$ cat config.mk
export PLATFORM = sky130hd
export DESIGN_NAME = regs_ctrl
export DESIGN_NICKNAME = d
export VERILOG_FILES = /design/src/rtl/regs_ctrl_pkg.sv /design/src/rtl/regs_bypass.sv /design/src/rtl/regs_ctrl.sv
export SDC_FILE = /design/constraint.sdc
export NUM_CORES = 1
export LEC_CHECK = 0
export CAP_MARGIN = 5
export CORE_MARGIN = 8
export CORE_UTILIZATION = 39
export DETAILED_ROUTE_END_ITERATION = 10
export PLACE_DENSITY = 0.87
export SLEW_MARGIN = 25
export SYNTH_ARGS = -nofsm -noshare
export SYNTH_HDL_FRONTEND = slang
export SYNTH_SLANG_ARGS = --single-unit
$ cat constraint.sdc
create_clock -name i_clk -period 5.95 [get_ports i_clk]
set_input_delay 1.785 -clock i_clk [delete_from_list [all_inputs] [get_ports i_clk]]
set_output_delay 1.785 -clock i_clk [all_outputs]
set_load 0.005 [all_outputs]
$ cat src/rtl/regs_ctrl_pkg.sv
// Shared definitions for the register-file controller: FSM encoding,
// clear-sequence bounds and the write/read hit helper used by the bypass.
package regs_ctrl_pkg;

  localparam int RC_AW = 5;
  localparam int RC_DW = 32;

  typedef enum logic [1:0] {
    RC_CLEAR = 2'd0,
    RC_RUN   = 2'd1,
    RC_DBG   = 2'd2,
    RC_ACK   = 2'd3
  } rc_state_e;

  localparam logic [RC_AW-1:0] RC_CLEAR_FIRST = 5'd1;
  localparam logic [RC_AW-1:0] RC_CLEAR_LAST  = 5'd31;

  // x0 is hardwired in the register file, so a write to it never forwards.
  function automatic logic wr_hit(input logic ce, input logic we,
                                  input logic [RC_AW-1:0] wr_addr,
                                  input logic [RC_AW-1:0] rd_addr);
    return ce && we && (wr_addr != '0) && (wr_addr == rd_addr);
  endfunction

endpackage

$ cat src/rtl/regs_bypass.sv
// One read port's write-to-read forwarding: remembers a same-cycle write to
// the address being read and substitutes it for the (stale) file output.
module regs_bypass
  import regs_ctrl_pkg::*;
(
  input  logic             clk,
  input  logic             rst,
  input  logic             ce,
  input  logic             we,
  input  logic [RC_AW-1:0] wr_addr,
  input  logic [RC_DW-1:0] wr_dat,
  input  logic [RC_AW-1:0] rd_addr,
  input  logic [RC_DW-1:0] file_dat,
  output logic [RC_DW-1:0] dat
);

  logic             hit;
  logic [RC_DW-1:0] cap;

  // Follows the file's own read register: only updates when the file does.
  always_ff @(posedge clk) begin
    if (rst) begin
      hit <= 1'b0;
      cap <= '0;
    end else if (ce) begin
      hit <= wr_hit(ce, we, wr_addr, rd_addr);
      cap <= wr_dat;
    end
  end

  assign dat = hit ? cap : file_dat;

endmodule

$ cat src/rtl/regs_ctrl.sv
// Register-file sequencer: hardware clear after reset, then arbitration
// between the pipeline and a single-word debug port, plus read bypass.
module regs_ctrl
  import regs_ctrl_pkg::*;
(
  input  logic             i_clk,
  input  logic             i_rst,
  input  logic             i_ce,
  input  logic [RC_AW-1:0] i_rd_addr_a,
  input  logic [RC_AW-1:0] i_rd_addr_b,
  input  logic             i_wb_we,
  input  logic [RC_AW-1:0] i_wb_addr,
  input  logic [RC_DW-1:0] i_wb_dat,
  output logic [RC_DW-1:0] o_dat_rd_a,
  output logic [RC_DW-1:0] o_dat_rd_b,
  output logic             o_stall,
  input  logic             i_dbg_req,
  input  logic             i_dbg_we,
  input  logic [RC_AW-1:0] i_dbg_addr,
  input  logic [RC_DW-1:0] i_dbg_dat,
  output logic             o_dbg_ack,
  output logic [RC_DW-1:0] o_dbg_dat,
  output logic             o_regs_ce,
  output logic             o_regs_we,
  output logic [RC_AW-1:0] o_regs_addr_rd_a,
  output logic [RC_AW-1:0] o_regs_addr_rd_b,
  output logic [RC_AW-1:0] o_regs_addr_wr,
  output logic [RC_DW-1:0] o_regs_dat_wr,
  input  logic [RC_DW-1:0] i_regs_dat_a,
  input  logic [RC_DW-1:0] i_regs_dat_b
);

  rc_state_e        state;
  logic [RC_AW-1:0] clr_cnt;
  logic [RC_DW-1:0] dbg_dat_q;
  logic             ack;

  always_ff @(posedge i_clk) begin
    if (i_rst) begin
      state     <= RC_CLEAR;
      clr_cnt   <= RC_CLEAR_FIRST;
      dbg_dat_q <= '0;
    end else begin
      case (state)
        RC_CLEAR: begin
          if (clr_cnt == RC_CLEAR_LAST) state <= RC_RUN;
          else                          clr_cnt <= clr_cnt + 5'd1;
        end
        RC_RUN: begin
          if (i_dbg_req) state <= RC_DBG;
        end
        RC_DBG: state <= RC_ACK;
        RC_ACK: begin
          dbg_dat_q <= i_regs_dat_a;
          state     <= RC_RUN;
        end
        default: state <= RC_CLEAR;
      endcase
    end
  end

  // Port steering. While reset is held the outputs already look like the
  // first clear cycle, whatever state the FSM was left in.
  always_comb begin
    o_regs_ce        = 1'b1;
    o_regs_we        = 1'b0;
    o_regs_addr_rd_a = i_rd_addr_a;
    o_regs_addr_rd_b = i_rd_addr_b;
    o_regs_addr_wr   = i_wb_addr;
    o_regs_dat_wr    = i_wb_dat;
    o_stall          = 1'b1;
    ack              = 1'b0;
    if (i_rst) begin
      o_regs_we      = 1'b1;
      o_regs_addr_wr = RC_CLEAR_FIRST;
      o_regs_dat_wr  = '0;
    end else begin
      case (state)
        RC_CLEAR: begin
          o_regs_we      = 1'b1;
          o_regs_addr_wr = clr_cnt;
          o_regs_dat_wr  = '0;
        end
        RC_RUN: begin
          o_regs_ce = i_ce;
          o_regs_we = i_wb_we;
          o_stall   = i_dbg_req;
        end
        RC_DBG: begin
          o_regs_addr_rd_a = i_dbg_addr;
          o_regs_we        = i_dbg_we;
          o_regs_addr_wr   = i_dbg_addr;
          o_regs_dat_wr    = i_dbg_dat;
        end
        RC_ACK: ack = 1'b1;
        default: ;
      endcase
    end
  end

  // The file read issued in DBG lands here, before that cycle's write.
  assign o_dbg_ack = ack;
  assign o_dbg_dat = ack ? i_regs_dat_a : dbg_dat_q;

  regs_bypass u_bypass_a (
    .clk      (i_clk),
    .rst      (i_rst),
    .ce       (o_regs_ce),
    .we       (o_regs_we),
    .wr_addr  (o_regs_addr_wr),
    .wr_dat   (o_regs_dat_wr),
    .rd_addr  (o_regs_addr_rd_a),
    .file_dat (i_regs_dat_a),
    .dat      (o_dat_rd_a)
  );

  regs_bypass u_bypass_b (
    .clk      (i_clk),
    .rst      (i_rst),
    .ce       (o_regs_ce),
    .we       (o_regs_we),
    .wr_addr  (o_regs_addr_wr),
    .wr_dat   (o_regs_dat_wr),
    .rd_addr  (o_regs_addr_rd_b),
    .file_dat (i_regs_dat_b),
    .dat      (o_dat_rd_b)
  );

endmodule

==> results of run 1 <==
-- power by group --
group          switching (µW)  internal (µW)
Combinational             288            390
Clock                     203            327
Sequential               44.3            518
Total                     535           1230
-- cell families (layout without fill, tap and decap cells) --
family	count (synthesis)	count (layout)	share of synthesized area [%]
DFF	73	73	32.61
muxes	136	136	33.19
xor gates and xnor gates	13	13	2.540
and+or+nand+nor	69	69	7.733
AOI/OAI and AO/OA	83	83	16.19
adders and majority gates	9	9	2.513
buffers and inverters	51	335	5.220
-- worst min path at each step --
stage,startpoint,endpoint,cells after the start
after global routing,dbg_dat_q[15],dbg_dat_q[15],2
after CTS,dbg_dat_q[30],dbg_dat_q[30],2
after floorplan,dbg_dat_q[0],dbg_dat_q[0],2
after detailed placement,dbg_dat_q[10],dbg_dat_q[10],2
after global placement,dbg_dat_q[22],dbg_dat_q[22],2
final,dbg_dat_q[12],dbg_dat_q[12],2
-- sequential cells by signal, summed over array words and instances (netlist names) --
signal and count:
u_bypass_b.cap 32, clr_cnt 5, state 2, dbg_dat_q 32, u_bypass_b.hit 1, u_bypass_a.hit 1
-- critical path, delay by kind of cell --
kind / cells / cell delay (ps)
buffers and inverters: 3 / 970
AO/OA/AOI/OAI: 1 / 180
AND/OR/NAND/NOR: 1 / 820
-- final cells by class --
| type | instances | area [µm²] |
|---|---|---|
| inverter | 9 | 33.78 |
| sequential | 73 | 1464 |
| fill | 850 | 3455 |
| clock inverter | 2 | 10.01 |
| multi-input combinational | 310 | 2810 |
| clock buffer | 14 | 284.0 |
| timing repair buffer | 310 | 3085 |
| tap | 143 | 178.9 |
-- synth_stat cells, drive strengths merged --
cell,instances
a21oi,3
a221o,1
a221oi,1
a22o,66
a22oi,2
a32o,1
a41o,1
and2b,1
and3,2
buf,21
clkbuf,21
dfxtp,73
ha,9
inv,9
mux2,101
mux2i,35
nand2,6
nand2b,4
nand3,2
nand4,2
nor2,43
nor2b,2
nor3,2
nor4,1
o211ai,2
o21ai,4
o31ai,2
or2,2
or2b,2
xnor2,6
xor2,7
-- routing by layer --
| metal | share of wire (%) | vias to the layer above | wire [µm] | global-route usage (%) |
|---|---|---|---|---|
| li1 | - | 2160 | - | - |
| met1 | 37 | 2212 | 6939 | 24.97 |
| met2 | 50 | 222 | 9402 | 41.80 |
| met3 | 11 | 35 | 1993 | 9.361 |
| met4 | 2.2 | 0 | 410 | 7.976 |
| met5 | 0 | - | 0 | 0 |
-- through the flow --
stage	setup WS, ps	instances	util, %	cell area (µm²)
6_report	400.8	861	69.49	7866
5_1_grt	350.9	861	69.49	7866
4_1_cts	433.4	861	69.49	7866
3_5_place_dp	438.0	845	66.89	7572
3_3_place_gp	494.6	845	66.89	7572
2_1_floorplan	1317	434	-	4482
==> metrics.csv, run 1 <==
stage,metric,value,unit
sta,whs,489.1,ps
sta,fin_skew,3.042,ps
power,p_per_area,224.9,nW/µm²
setup_path,slowest_stage,nor2_2,
synthesis,syn_area,4482,µm²
sta,report.final.slew_viol_count,0,
cts,htreeDepth,3,
cts,cts_setup_buffers,0,
drt,post_drt_wl_per_cell,21.77,µm
setup_path,path_cells,buf_2 -> nor2_2 -> buf_4 -> a22o_1 -> clkdlybuf4s50_1,
drt,vias,4629,
power,ir_worst_vdd,0.2075,mV
sta,timing_hold_violations_final,0,
finish,drive_gt1_share,20.06,%
synthesis,synth-seq-cells,73,
synthesis,yosysSeqAreaShare,32.61,%
finish,fin_nets,876,
synthesis,synth.area.top_cells,"dfxtp_1 33%, mux2_2 25%, a22o_1 13%",
floorplan,initial_core_util,39.59,%
setup_path,cp.required,4160,ps
sta,setup_viol,0,
finish,final_cell_mix,"299 x clkdlybuf4s50_1, 101 x mux2_2, 71 x dfxtp_1",
finish,area_growth,75.52,%
setup_path,timing.rr.end,u_bypass_b.cap[15],
setup_path,path_class,input pin to primary output,
synthesis,netlist_instances,434,
synthesis,ys_warn_count,0,
setup_path,arrival,3760,ps
setup_path,crit_path_end,o_regs_dat_wr[15],
synthesis,synth.distinct_cells,39,
sta,min_period,5549,ps
synthesis,synth_nets,597,
cts,cts_tree,yes,
floorplan,io_pins,301,
global_routing,antenna_found_initial,0,
setup_path,rrSetupSlack,3190,ps
drt,dr.pass1.iters,4,
finish,antenna_cells,0,
cts,root_buffer,clkbuf_16,
global_routing,overflow,0,
placed_design,hpwl,14680,µm
synthesis,yosys.area.top_type_share,32.61,%
global_routing,grt_start_max_net_pins,35,
cts,clk_pin_slew,50,ps
power,finalPower,1769,µW
setup_path,endpoint_kind,primary output,
power,power.leakage,0.002949,µW
placed_design,place_congestion,0.9416,
drt,drc,0,
drt,wirelength,18750,µm
cts,cts_hold_buf,0,
synthesis,synth.avg_cell_area,10.33,µm²
flow_run,cap_violations,0,
floorplan,rows,39,
cts,numCtsBuffers,9,
cts,cts_buffer_depth,2,
cts,cts_resized,0,
sta,worst_pin_slew,1055,ps
setup_path,max_stage_delay,820,ps
sta,rsz0062_at_grt,false,
setup_path,critPathLaunch,i_rst,
floorplan,dieHeight,123.2,µm
sta,max_freq,0.1802,GHz
min_path,min_path_type,register to register,
placed_design,portBuffers,300,
global_routing,track_usage,23.58,%
setup_path,path_max_fanout,18,
floorplan,core_area,11320,µm²
finish,final_common_cell,clkdlybuf4s50_1,
setup_path,start_kind,input pin,
setup_path,reg2reg_from,state[0],
cts,cts_sinks,73,
synthesis,yosysTopAreaCell,dfxtp_1,
sta,fin_crit_sh,93.26,%
drt,antenna_left,0,
sta,fin_tns_setup,0,ps
drt,drt-initial-drc-count,166,
outcome,status,"finished, final reports clean",
sta,slew_headroom,29.60,%
drt,vias_per_cell,5.376,
floorplan,die_x,123.2,µm
floorplan,die_area,15180,µm²
global_routing,grt_pass1_wl,27680,µm
setup_path,ff2ff_path_depth,7,
cts,insertion_delay,330,ps
global_routing,grt_pass1_vias,5035,
(Power assumes the default switching activity.)
==> run 2: changes to the inputs <==
Settings changed: CORE_ASPECT_RATIO set to 1.75, CTS_CLUSTER_DIAMETER set to 60, SETUP_SLACK_MARGIN set to 0.2.
==> run 2 against run 1 <==
  * Register-to-register slack improved by 460 ps
  * Hold slack improved by 2.3 ps
  * Fmax increased by 6.0%
  * Sequential share of layout area increased by 0.071 points
  * Core utilization decreased by 0.66 points
  * Clock skew increased by 4.4 ps
  * Combinational power increased by 1%
  * Sequential power about the same
  * Total power decreased by 1.9%
==> metrics.csv, run 2 (synthesis results as in run 1) <==
stage,metric,value,unit
drt,drt-initial-drc-count,149,
finish,fin_nets,876,
setup_path,start_kind,input pin,
finish,drive_gt1_share,20.06,%
sta,fin_tns_setup,0,ps
cts,cts_tree,yes,
setup_path,path_max_fanout,31,
drt,antenna_left,0,
setup_path,reg2reg_from,state[0],
floorplan,die_x,97.04,µm
placed_design,post-place-ws,706.8,ps
finish,final_common_cell,clkdlybuf4s50_1,
placed_design,portBuffers,300,
drt,post_drt_wl_per_cell,22.94,µm
setup_path,crit_path_end,o_regs_addr_rd_a[4],
drt,vias,4604,
placed_design,placedInstanceArea,7562,µm²
cts,numCtsBuffers,9,
sta,setup_slack,715.0,ps
cts,root_buffer,clkbuf_16,
sta,report.final.slew_viol_count,0,
finish,biggestRegsByFlops,"dbg_dat_q (32), u_bypass_b.cap (32), clr_cnt (5)",
floorplan,initial_core_util,39.36,%
global_routing,grt_pass1_vias,5134,
cts,cts_sinks,73,
sta,min_period,5235,ps
finish,final_cell_mix,"299 x clkdlybuf4s50_1, 101 x mux2_2, 71 x dfxtp_1",
power,ir_worst_vdd,0.1549,mV
floorplan,core_area,11390,µm²
floorplan,die_area,15310,µm²
global_routing,overflow,0,
sta,fin_skew,7.430,ps
global_routing,grt_start_max_net_pins,35,
setup_path,critPathLaunch,i_rst,
global_routing,antenna_found_initial,0,
cts,cts_hold_buf,0,
floorplan,dieHeight,157.8,µm
outcome,status,"finished, final reports clean",
sta,max_freq,0.1910,GHz
flow_run,cap_violations,0,
setup_path,endpoint_kind,primary output,
drt,drc,0,
sta,slew_headroom,35.38,%
placed_design,hpwl,15400,µm
floorplan,rows,52,
sta,worst_pin_slew,969.2,ps
floorplan,io_pins,301,
cts,cts_setup_buffers,0,
cts,clk_pin_slew,50,ps
setup_path,timing.rr.end,u_bypass_a.hit,
finish,area_growth,74.85,%
global_routing,grt_pass1_wl,29470,µm
setup_path,rrSetupSlack,3650,ps
cts,insertion_delay,330,ps
placed_design,place_congestion,0.9054,
cts,cts_resized,0,
finish,fin_area,7836,µm²
setup_path,cp.required,4160,ps
power,power.leakage,0.002935,µW
drt,vias_per_cell,5.397,
sta,fin_crit_sh,87.98,%
cts,cts_buffer_depth,2,
drt,wirelength,19560,µm
power,p_per_area,221.4,nW/µm²
setup_path,arrival,3450,ps
setup_path,ff2ff_path_depth,8,
sta,rsz0062_at_grt,false,
min_path,min_path_type,register to register,
global_routing,track_usage,24.41,%
sta,setup_viol,0,
cts,htreeDepth,3,
finish,antenna_cells,0,
drt,dr.pass1.iters,5,
setup_path,path_class,input pin to primary output,
sta,timing_hold_violations_final,0,
## run 2: changes by cell type in the layout (fill, tap and decap cells not counted)
| cell | previous run | this run |
|---|---|---|
| clkbuf_8 | 4 | 1 |
| clkinv_2 | 2 | 3 |
| clkinvlp_4 | 0 | 1 |
| clkinv_4 | 0 | 1 |
## run 2: final cells by class
| class | count | area, µm² |
|---|---|---|
| clock buffer | 11 | 242.7 |
| clock inverter | 5 | 31.28 |
| inverter | 9 | 33.78 |
| fill | 851 | 3550 |
| timing repair buffer | 310 | 3085 |
| tap | 135 | 168.9 |
| multi-input combinational | 310 | 2810 |
| sequential | 73 | 1464 |
## run 2: metrics by stage
step	utilization, %	hold WS (ps)	cells	total power, µW
after floorplan	-	456.1	434	889.2
after global placement	66.42	472.2	837	1238
after detailed placement	66.42	482.3	837	1254
after CTS	68.82	495.3	853	1751
after global routing	68.82	515.1	853	1822
final	68.82	491.3	853	1735
## run 2: worst min path at each step
stage / from / endpoint / depth (start not counted) / slack (ps)
after floorplan: dbg_dat_q[0] / dbg_dat_q[0] / 2 / 460
after global placement: dbg_dat_q[19] / dbg_dat_q[19] / 2 / 470
after detailed placement: dbg_dat_q[26] / dbg_dat_q[26] / 2 / 480
after CTS: dbg_dat_q[31] / dbg_dat_q[31] / 2 / 500
after global routing: u_bypass_b.cap[31] / u_bypass_b.cap[31] / 1 / 520
final: dbg_dat_q[15] / dbg_dat_q[15] / 2 / 490
## run 2: worst max-delay path, stage by stage
cell,delay [ps]
buf_2,140
buf_4,380
inv_2,160
nand2_1,150
mux2_2,380
clkdlybuf4s50_1,450
## run 2: per-layer routing
metal	global-route usage, %	routed length, µm
met3	6.466	1246
met5	0	0
met1	24.18	6982
met2	44.85	10470
met4	14.00	862
## run 2: power breakdown
| group | leakage (µW) | total (µW) | internal [µW] | switching, µW |
|---|---|---|---|---|
| registers | 0.000590 | 562 | 518 | 44.0 |
| logic | 0.00221 | 685 | 390 | 295 |
| clock network | 0.000135 | 488 | 292 | 196 |
| total | 0.00294 | 1740 | 1200 | 535 |
